$ cat config.mk
export PLATFORM = sky130hd
export DESIGN_NAME = joypad_scanner
export DESIGN_NICKNAME = d
export VERILOG_FILES = /design/src/rtl/joypad_scanner.sv
export SDC_FILE = /design/constraint.sdc
export NUM_CORES = 1
export LEC_CHECK = 0
export CAP_MARGIN = 20
export CORE_MARGIN = 2
export CORE_UTILIZATION = 30
export CTS_CLUSTER_DIAMETER = 80
export DETAILED_ROUTE_END_ITERATION = 6
export GPL_TIMING_DRIVEN = 1
export PLACE_DENSITY = 0.55
export SETUP_SLACK_MARGIN = 0.2
export SLEW_MARGIN = 20
export SYNTH_ARGS = -nofsm -noshare
export SYNTH_HDL_FRONTEND = slang
export SYNTH_SLANG_ARGS = --single-unit
export TNS_END_PERCENT = 50
$ cat constraint.sdc
create_clock -name clk -period 2.6 [get_ports clk]
set_clock_uncertainty 0.1 [all_clocks]
set_input_delay 0.65 -clock clk [delete_from_list [all_inputs] [get_ports clk]]
set_output_delay 0.65 -clock clk [all_outputs]
set_load 0.1 [all_outputs]
$ cat src/rtl/joypad_scanner.sv
// Game Boy joypad front end: synchronises and debounces the 8 raw buttons,
// raises the press interrupt and mirrors the state into RAM as two active-low bytes.
module joypad_scanner #(
  parameter logic [15:0] BTN_ADDR        = 16'hFF00,
  parameter int unsigned DEBOUNCE_CYCLES = 1024
) (
  input  logic       clk,
  input  logic       reset,
  input  logic [7:0] btn_raw,
  output logic [7:0] btn_state,
  output logic       wr_en,
  output logic [7:0] wr_addr,
  output logic [7:0] wr_data,
  output logic       joy_irq,
  output logic       busy
);

  localparam int unsigned    CW       = $clog2(DEBOUNCE_CYCLES + 1);
  localparam logic [CW-1:0]  CNT_LAST = CW'(DEBOUNCE_CYCLES - 1);
  localparam logic [15:0]    DIR_ADDR = BTN_ADDR + 16'd1;

  typedef enum logic [2:0] {
    IDLE, A_HI, A_LO, A_WR, D_HI, D_LO, D_WR
  } state_t;

  state_t          r_state, w_state_next;
  logic [7:0]      r_s1, r_s2, r_btn, r_snap;
  logic [CW-1:0]   r_cnt [8];
  logic [CW-1:0]   w_cnt_next [8];
  logic [7:0]      w_btn_next;
  logic            r_irq, r_chg, r_init, r_pend;
  logic            w_start;

  always_ff @(posedge clk) begin
    if (!reset) begin
      r_s1 <= '0;
      r_s2 <= '0;
    end else begin
      r_s1 <= btn_raw;
      r_s2 <= r_s1;
    end
  end

  // The flip happens on the D-th consecutive mismatch, so the counter never
  // needs to hold D itself.
  always_comb begin
    w_btn_next = r_btn;
    for (int unsigned i = 0; i < 8; i++) begin
      w_cnt_next[i] = '0;
      if (r_s2[i] != r_btn[i]) begin
        if (r_cnt[i] == CNT_LAST)
          w_btn_next[i] = r_s2[i];
        else
          w_cnt_next[i] = r_cnt[i] + 1'b1;
      end
    end
  end

  always_ff @(posedge clk) begin
    if (!reset) begin
      r_cnt <= '{default: '0};
      r_btn <= '0;
      r_irq <= 1'b0;
      r_chg <= 1'b0;
    end else begin
      r_cnt <= w_cnt_next;
      r_btn <= w_btn_next;
      r_irq <= |(w_btn_next & ~r_btn);
      r_chg <= (w_btn_next != r_btn);
    end
  end

  always_ff @(posedge clk) begin
    if (!reset) r_state <= IDLE;
    else        r_state <= w_state_next;
  end

  always_comb begin
    w_state_next = r_state;
    w_start      = 1'b0;
    wr_en        = 1'b0;
    wr_addr      = '0;
    wr_data      = '0;
    busy         = 1'b1;
    case (r_state)
      IDLE: begin
        busy = 1'b0;
        if (r_init || r_chg || r_pend) begin
          w_state_next = A_HI;
          w_start      = 1'b1;
        end
      end
      A_HI: begin
        wr_addr      = BTN_ADDR[15:8];
        w_state_next = A_LO;
      end
      A_LO: begin
        wr_addr      = BTN_ADDR[7:0];
        w_state_next = A_WR;
      end
      A_WR: begin
        wr_en        = 1'b1;
        wr_addr      = BTN_ADDR[7:0];
        wr_data      = {4'hF, ~r_snap[3:0]};
        w_state_next = D_HI;
      end
      D_HI: begin
        wr_addr      = DIR_ADDR[15:8];
        w_state_next = D_LO;
      end
      D_LO: begin
        wr_addr      = DIR_ADDR[7:0];
        w_state_next = D_WR;
      end
      D_WR: begin
        wr_en        = 1'b1;
        wr_addr      = DIR_ADDR[7:0];
        wr_data      = {4'hF, ~r_snap[7:4]};
        w_state_next = IDLE;
      end
      default: begin
        busy         = 1'b0;
        w_state_next = IDLE;
      end
    endcase
  end

  // Changes seen mid-sequence are folded into a single rewrite after it ends.
  always_ff @(posedge clk) begin
    if (!reset) begin
      r_snap <= '0;
      r_init <= 1'b1;
      r_pend <= 1'b0;
    end else if (w_start) begin
      r_snap <= r_btn;
      r_init <= 1'b0;
      r_pend <= 1'b0;
    end else if (r_state != IDLE && r_chg) begin
      r_pend <= 1'b1;
    end
  end

  assign btn_state = r_btn;
  assign joy_irq   = r_irq;

endmodule

==> results of run 1 <==
[report_power, final]
group / total [mW] / internal [mW] / switching, mW
Sequential: 2.00 / 1.97 / 0.0282
Combinational: 0.655 / 0.224 / 0.431
Clock: 2.37 / 1.58 / 0.796
[synthesized netlist by cell type, types with 5 or more instances]
library cell	count
xnor2_1	12
buf_4	10
nor4_1	5
a21oi_1	21
nor3b_1	16
clkbuf_1	17
or4_1	11
nor2_1	13
dfxtp_1	127
mux2_2	6
mux2i_1	8
a211oi_1	32
xor2_1	20
nor4_4	5
nand2_1	47
nand4_1	12
nand3_1	38
o21ai_0	38
ha_1	18
and2_1	16
or3_1	29
inv_1	18
nor3_1	37
o31ai_1	11
[repair_timing]
| item | 4_1_cts | 5_1_grt |
|---|---|---|
| buffers inserted | 2 | 0 |
| setup endpoints to repair | 18 | 17 |
| hold buffers | 0 | 0 |
| resized for setup | 4 | 2 |
| pin swaps | 2 | 0 |
[kinds of logic (layout without fill, tap and decap cells)]
group | Yosys count | in the layout | share of synthesized area (%)
AND/OR/NAND/NOR | 240 | 240 | 25.70
flip-flops | 127 | 127 | 45.49
AO/OA/AOI/OAI | 111 | 111 | 12.40
buffers and inverters | 51 | 99 | 4.186
XOR/XNOR | 32 | 32 | 5.015
adder cells (fa/ha/maj) | 18 | 18 | 4.030
multiplexers | 16 | 16 | 3.179
[area by class of cell]
class	count	area (sq um)	share of cell area, %
multi-input combinational	417	2870	40.85
inverter	19	76.32	1.086
clock buffer	26	529.3	7.532
sequential	127	2549	36.27
tap	229	286.5	4.078
clock inverter	5	75.07	1.068
timing repair buffer	49	640.6	9.117
[layout by cell type (no fill, tap or decap), types with 16 or more instances in the layout]
| master | Yosys | routed |
|---|---|---|
| or3_1 | 29 | 29 |
| nor3_1 | 37 | 37 |
| nor3b_1 | 16 | 16 |
| ha_1 | 18 | 18 |
| and2_1 | 16 | 16 |
| a211oi_1 | 32 | 32 |
| clkbuf_16 | 0 | 17 |
| inv_1 | 18 | 18 |
| o21ai_0 | 38 | 37 |
| buf_4 | 10 | 20 |
| xor2_1 | 20 | 20 |
| a21oi_1 | 21 | 19 |
| buf_12 | 0 | 20 |
| nand3_1 | 38 | 38 |
| nand2_1 | 47 | 47 |
| dfxtp_1 | 127 | 124 |
[worst reg2reg max path, cell delays in order (launching register included)]
cell	delay [ns]
dfxtp_1	0.38
ha_1	0.23
nand4_1	0.14
nor4_1	0.28
mux2_2	0.38
ha_1	0.18
nor4_1	0.25
a21oi_1	0.11
[flip-flops by register name (all words and copies together), names as in the netlist]
signal	count
r_state	3
r_s1	8
r_pend	1
r_snap	8
r_cnt	88
btn_state	8
r_chg	1
joy_irq	1
r_init	1
r_s2	8
[worst max-delay path by stage]
stage / startpoint / end / slack, ns / cells past startpoint
2_1_floorplan: r_state[2] / wr_addr[2] / 0.03 / 4
3_3_place_gp: r_cnt[37] / joy_irq / 0.45 / 6
3_5_place_dp: r_cnt[33] / joy_irq / 0.35 / 7
4_1_cts: r_state[0] / wr_data[1] / 0.17 / 4
5_1_grt: r_state[2] / wr_data[1] / 0.19 / 4
6_report: r_state[2] / wr_data[1] / 0.29 / 4
[metal layers]
layer	global-route usage, %	up-vias
li1	-	2252
met5	0	-
met2	20.56	35
met1	14.33	2044
met3	3.897	13
met4	4.421	0
==> impl_metrics.env, run 1 <==
export IMPL_worst_slack_ns=0.2903
export IMPL_syn_inst=595
export IMPL_dp_slack_ns=0.3469
export IMPL_clk_pin_slew_ns=0.05
export IMPL_gp_congestion=0.7287
export IMPL_async_flop_share_pct=0
export IMPL_cts_inserted_buffers=17
export IMPL_floorplan_die_area_sq_um=19740
export IMPL_worst_ep_required_time_ns=1.85
export IMPL_synth_top_area_cell="dfxtp_1"
export IMPL_period_minus_slack_ns=2.310
export IMPL_grt_pass1_wl_um=19300
export IMPL_ir_worst_vdd_mv=0.4285
export IMPL_firstDrtPassIters=4
export IMPL_core_area_sq_um=18150
export IMPL_hold_viol=0
export IMPL_synth_flop_cell="dfxtp_1"
export IMPL_routed_via_density=4.982
export IMPL_routedWlPerCell_um=12.98
export IMPL_finalNonFillerCells=872
export IMPL_grt_overflow=0
export IMPL_maxCapViolations=0
export IMPL_final_core_util_pct=38.72
export IMPL_worstPathCellList="nand2b_4 > o22a_1 > nor2_2 > buf_12"
export IMPL_io_pins=37
export IMPL_wl_met2_um=5671
export IMPL_dpl_cell_area_sq_um=6366
export IMPL_clock_sinks=127
export IMPL_grt_antenna_before_repair=0
export IMPL_finalSetupViolCount=0
export IMPL_timing_fmax_mhz=433.0
export IMPL_yosys_register_bits=127
export IMPL_worst_path_largest_cell_delay_ns=0.45
export IMPL_grt_max_degree=44
export IMPL_layout_nets=659
export IMPL_wl_met1_um=5160
export IMPL_cp_start_kind="flip-flop"
export IMPL_routed_wl_um=11320
export IMPL_critical_path_top_delay_family="flip-flops"
export IMPL_synth_edf_count=0
export IMPL_layout_drive_gt1_share_pct=16.33
export IMPL_relSlewSlack_pct=45.98
export IMPL_cts_tree="yes"
export IMPL_whs_endpoint="r_s2[1]"
export IMPL_r2r_slack_ns=0.43
export IMPL_diodes=0
export IMPL_clock_path_buffers=2
export IMPL_ys_types=39
export IMPL_criticalPathCategory="flip-flop to output pin"
export IMPL_tightest_slew_ns=0.8041
export IMPL_rsz0062_at_grt="true"
export IMPL_power_leakage_nw=2.327
export IMPL_place_inst=839
export IMPL_timing_rr_end="joy_irq"
export IMPL_yosys_top_cells_area="dfxtp_1, a211oi_1, ha_1, nand3_1, o21ai_0"
export IMPL_dp_hpwl_um=7905
export IMPL_clockRootBuffer="clkbuf_16"
export IMPL_drc=0
export IMPL_synth_area_sq_um=5589
export IMPL_ys_seq_area_share_pct=45.49
export IMPL_worstHoldPathType="flip-flop to flip-flop"
export IMPL_critPathSlowestCell="dfxtp_2"
export IMPL_holdWs_ns=0.3302
export IMPL_maxSlewViolCount=0
export IMPL_fp_row_count=49
export IMPL_die_w_um=140.5
export IMPL_hold_path_startpoint="r_s1[1]"
export IMPL_worstSetupEndpointType="output pin"
export IMPL_area_growth_pct=25.72
export IMPL_ant_nets=0
export IMPL_cp_data_arrival_time_ns=1.56
export IMPL_fin_total_pwr_mw=5.032
export IMPL_die_y_um=140.5
export IMPL_grtUsageTotal_pct=12.10
export IMPL_highest_layer="met4"
export IMPL_r2r_start="r_cnt[77]"
export IMPL_yosysWarnings=0
export IMPL_min_path_cells=1
export IMPL_initial_core_util_pct=30.80
export IMPL_finalCritPeriodShare_pct=88.83
export IMPL_p_per_area_nw_per_um2=716.1
export IMPL_clkLatencyLatePin_ns=0.41
export IMPL_synth_nets=623
export IMPL_cp_max_fo=11
export IMPL_synthDominantCellAreaShare_pct=45.49
export IMPL_syn_area_per_cell_sq_um=9.393
export IMPL_final_cell_area_sq_um=7027
export IMPL_met3_length_um=314
export IMPL_cts_max_level=4
export IMPL_grt_pass1_vias=4222
export IMPL_portBuffers=36
export IMPL_fillCellCount=1755
export IMPL_cp_buffers_inverters=1
export IMPL_outcome="finished clean"
export IMPL_first_iter_violations=229
export IMPL_via_count=4344
export IMPL_rr_worst_depth=7
export IMPL_timing_setup_tns_ns=0
No activity file was read; power rests on OpenSTA's default activity.
==> inputs of run 2 (changes only) <==
==> constraint.sdc (replaced) <==
create_clock -name clk -period 2.2 [get_ports clk]
set_clock_uncertainty 0.1 [all_clocks]
set_input_delay 0.55 -clock clk [delete_from_list [all_inputs] [get_ports clk]]
set_output_delay 0.55 -clock clk [all_outputs]
set_load 0.1 [all_outputs]
==> impl_metrics.env, run 2 (same netlist as run 1, synthesis figures left out) <==
export IMPL_grtUsageTotal_pct=12.64
export IMPL_layout_nets=690
export IMPL_cp_data_arrival_time_ns=1.55
export IMPL_routed_wl_um=11850
export IMPL_final_common_cell="dfxtp_1"
export IMPL_ir_worst_vdd_mv=0.7456
export IMPL_cp_start_kind="flip-flop"
export IMPL_portBuffers=36
export IMPL_grt_max_degree=35
export IMPL_swShare_pct=25.69
export IMPL_timing_fmax_mhz=454.5
export IMPL_hold_buffers=0
export IMPL_area_growth_pct=33.42
export IMPL_grt_pass1_vias=4552
export IMPL_io_pins=37
export IMPL_initial_core_util_pct=30.80
export IMPL_core_area_sq_um=18150
export IMPL_ant_nets=0
export IMPL_diodes=0
export IMPL_hold_viol=0
export IMPL_period_minus_slack_ns=2.200
export IMPL_via_count=4553
export IMPL_outcome="complete, but fails checks"
export IMPL_worst_slack_ns=-0.0003790
export IMPL_cts_max_level=4
export IMPL_worst_ep_required_time_ns=1.55
export IMPL_clkLatencyLatePin_ns=0.42
export IMPL_grt_antenna_before_repair=0
export IMPL_p_switching_mw=1.550
export IMPL_clock_path_buffers=2
export IMPL_p_per_area_nw_per_um2=809.4
export IMPL_clockRootBuffer="clkbuf_16"
export IMPL_relSlewSlack_pct=58.08
export IMPL_floorplan_die_area_sq_um=19740
export IMPL_layout_drive_gt1_share_pct=22.22
export IMPL_clk_pin_slew_ns=0.06
export IMPL_power_leakage_nw=2.502
export IMPL_timing_setup_tns_ns=-0.0003790
export IMPL_worstHoldPathType="flip-flop to flip-flop"
export IMPL_criticalPathCategory="flip-flop to output pin"
export IMPL_top_register="r_cnt"
export IMPL_drc=0
export IMPL_clock_sinks=127
export IMPL_gp_congestion=0.7512
export IMPL_fillCellCount=1749
export IMPL_internal_power_mw=4.485
export IMPL_combPwrFrac_pct=13.7
export IMPL_finalSetupViolCount=1
export IMPL_power_share_clock_pct=47.3
export IMPL_first_iter_violations=237
export IMPL_maxCapViolations=0
export IMPL_fp_row_count=49
export IMPL_tightest_slew_ns=0.6254
export IMPL_dp_slack_ns=0.003311
export IMPL_die_w_um=140.5
export IMPL_grt_overflow=0
export IMPL_p_seq_share_pct=39.0
export IMPL_largest_reg_flops=88
export IMPL_fin_total_pwr_mw=6.036
export IMPL_routed_via_density=5.037
export IMPL_routedWlPerCell_um=13.11
export IMPL_rsz0062_at_grt="true"
export IMPL_cts_tree="yes"
export IMPL_cp_max_fo=7
export IMPL_die_y_um=140.5
export IMPL_maxSlewViolCount=0
export IMPL_firstDrtPassIters=4
export IMPL_layout_common_cells="dfxtp_1, nand2_1, buf_4"
export IMPL_cts_inserted_buffers=17
export IMPL_dp_hpwl_um=8305
export IMPL_failed_checks="setup timing"
export IMPL_worstSetupEndpointType="output pin"
export IMPL_finalCritPeriodShare_pct=100.0
export IMPL_grt_pass1_wl_um=20430
[run 2: cell count changes in the layout (fill, tap and decap cells not counted), sizes merged]
| cell | before | now |
|---|---|---|
| buf | 40 | 71 |
| bufinv | 2 | 3 |
| clkbuf | 26 | 21 |
| clkinv | 4 | 6 |
| clkinvlp | 0 | 3 |
[run 2: per-stage QoR]
step | std cells | area, sq um | hold WS (ns) | util [%]
floorplan | 595 | 5792 | 0.3119 | -
global placement | 864 | 6671 | 0.3179 | 36.76
detailed placement | 864 | 6671 | 0.3201 | 36.76
CTS | 902 | 7413 | 0.3323 | 40.85
global route | 904 | 7457 | 0.3413 | 41.09
finish | 904 | 7457 | 0.3294 | 41.09
[run 2: final cells by class]
type	count	area, sq um	share of cell area [%]
clock inverters	11	137.6	1.846
inverters	19	76.32	1.023
repair buffers	80	989.7	13.27
clock buffers	21	470.5	6.309
well taps	229	286.5	3.842
multi-input cells	417	2939	39.41
flip-flops and latches	127	2557	34.30
[run 2: worst max-delay path: stages (launching register included)]
cell and delay [ns]:
dfxtp_4 0.36, nand2b_4 0.19, o22a_1 0.25, nor2_2 0.14
buf_12 0.19
[run 2: power by group through the flow]
| stage | Combinational (mW) | Clock (mW) | Sequential, mW |
|---|---|---|---|
| after detailed placement | 0.791 | 0 | 2.41 |
| after global routing | 0.859 | 3.03 | 2.35 |
| after CTS | 0.834 | 2.93 | 2.35 |
| final | 0.829 | 2.85 | 2.35 |
| after global placement | 0.785 | 0 | 2.40 |
| after floorplan | 0.652 | 0 | 2.39 |
[run 2: repair_timing]
item | 4_1_cts | 5_1_grt
endpoints found under the setup margin | 20 | 19
resized for setup | 21 | 4
pin swaps | 12 | 8
setup buffers | 6 | 2
[run 2: metal layers]
metal / track usage (%) / up-vias / wire length [um]
li1: - / 2308 / -
met1: 14.26 / 2166 / 5295
met2: 22.24 / 64 / 5983
met3: 3.624 / 15 / 333
met4: 5.526 / 0 / 240
met5: 0 / - / 0
[run 2: final timing paths]
path / slack (ns) / start / cells after the start / end
worst min register to register: 0.33 / r_s1[7] / 1 / r_s2[7]
worst min-delay path: 0.33 / r_s1[7] / 1 / r_s2[7]
worst max-delay path: -0.0004 / r_state[0] / 4 / wr_data[1]
worst max register to register: 0.07 / r_cnt[45] / 9 / r_chg
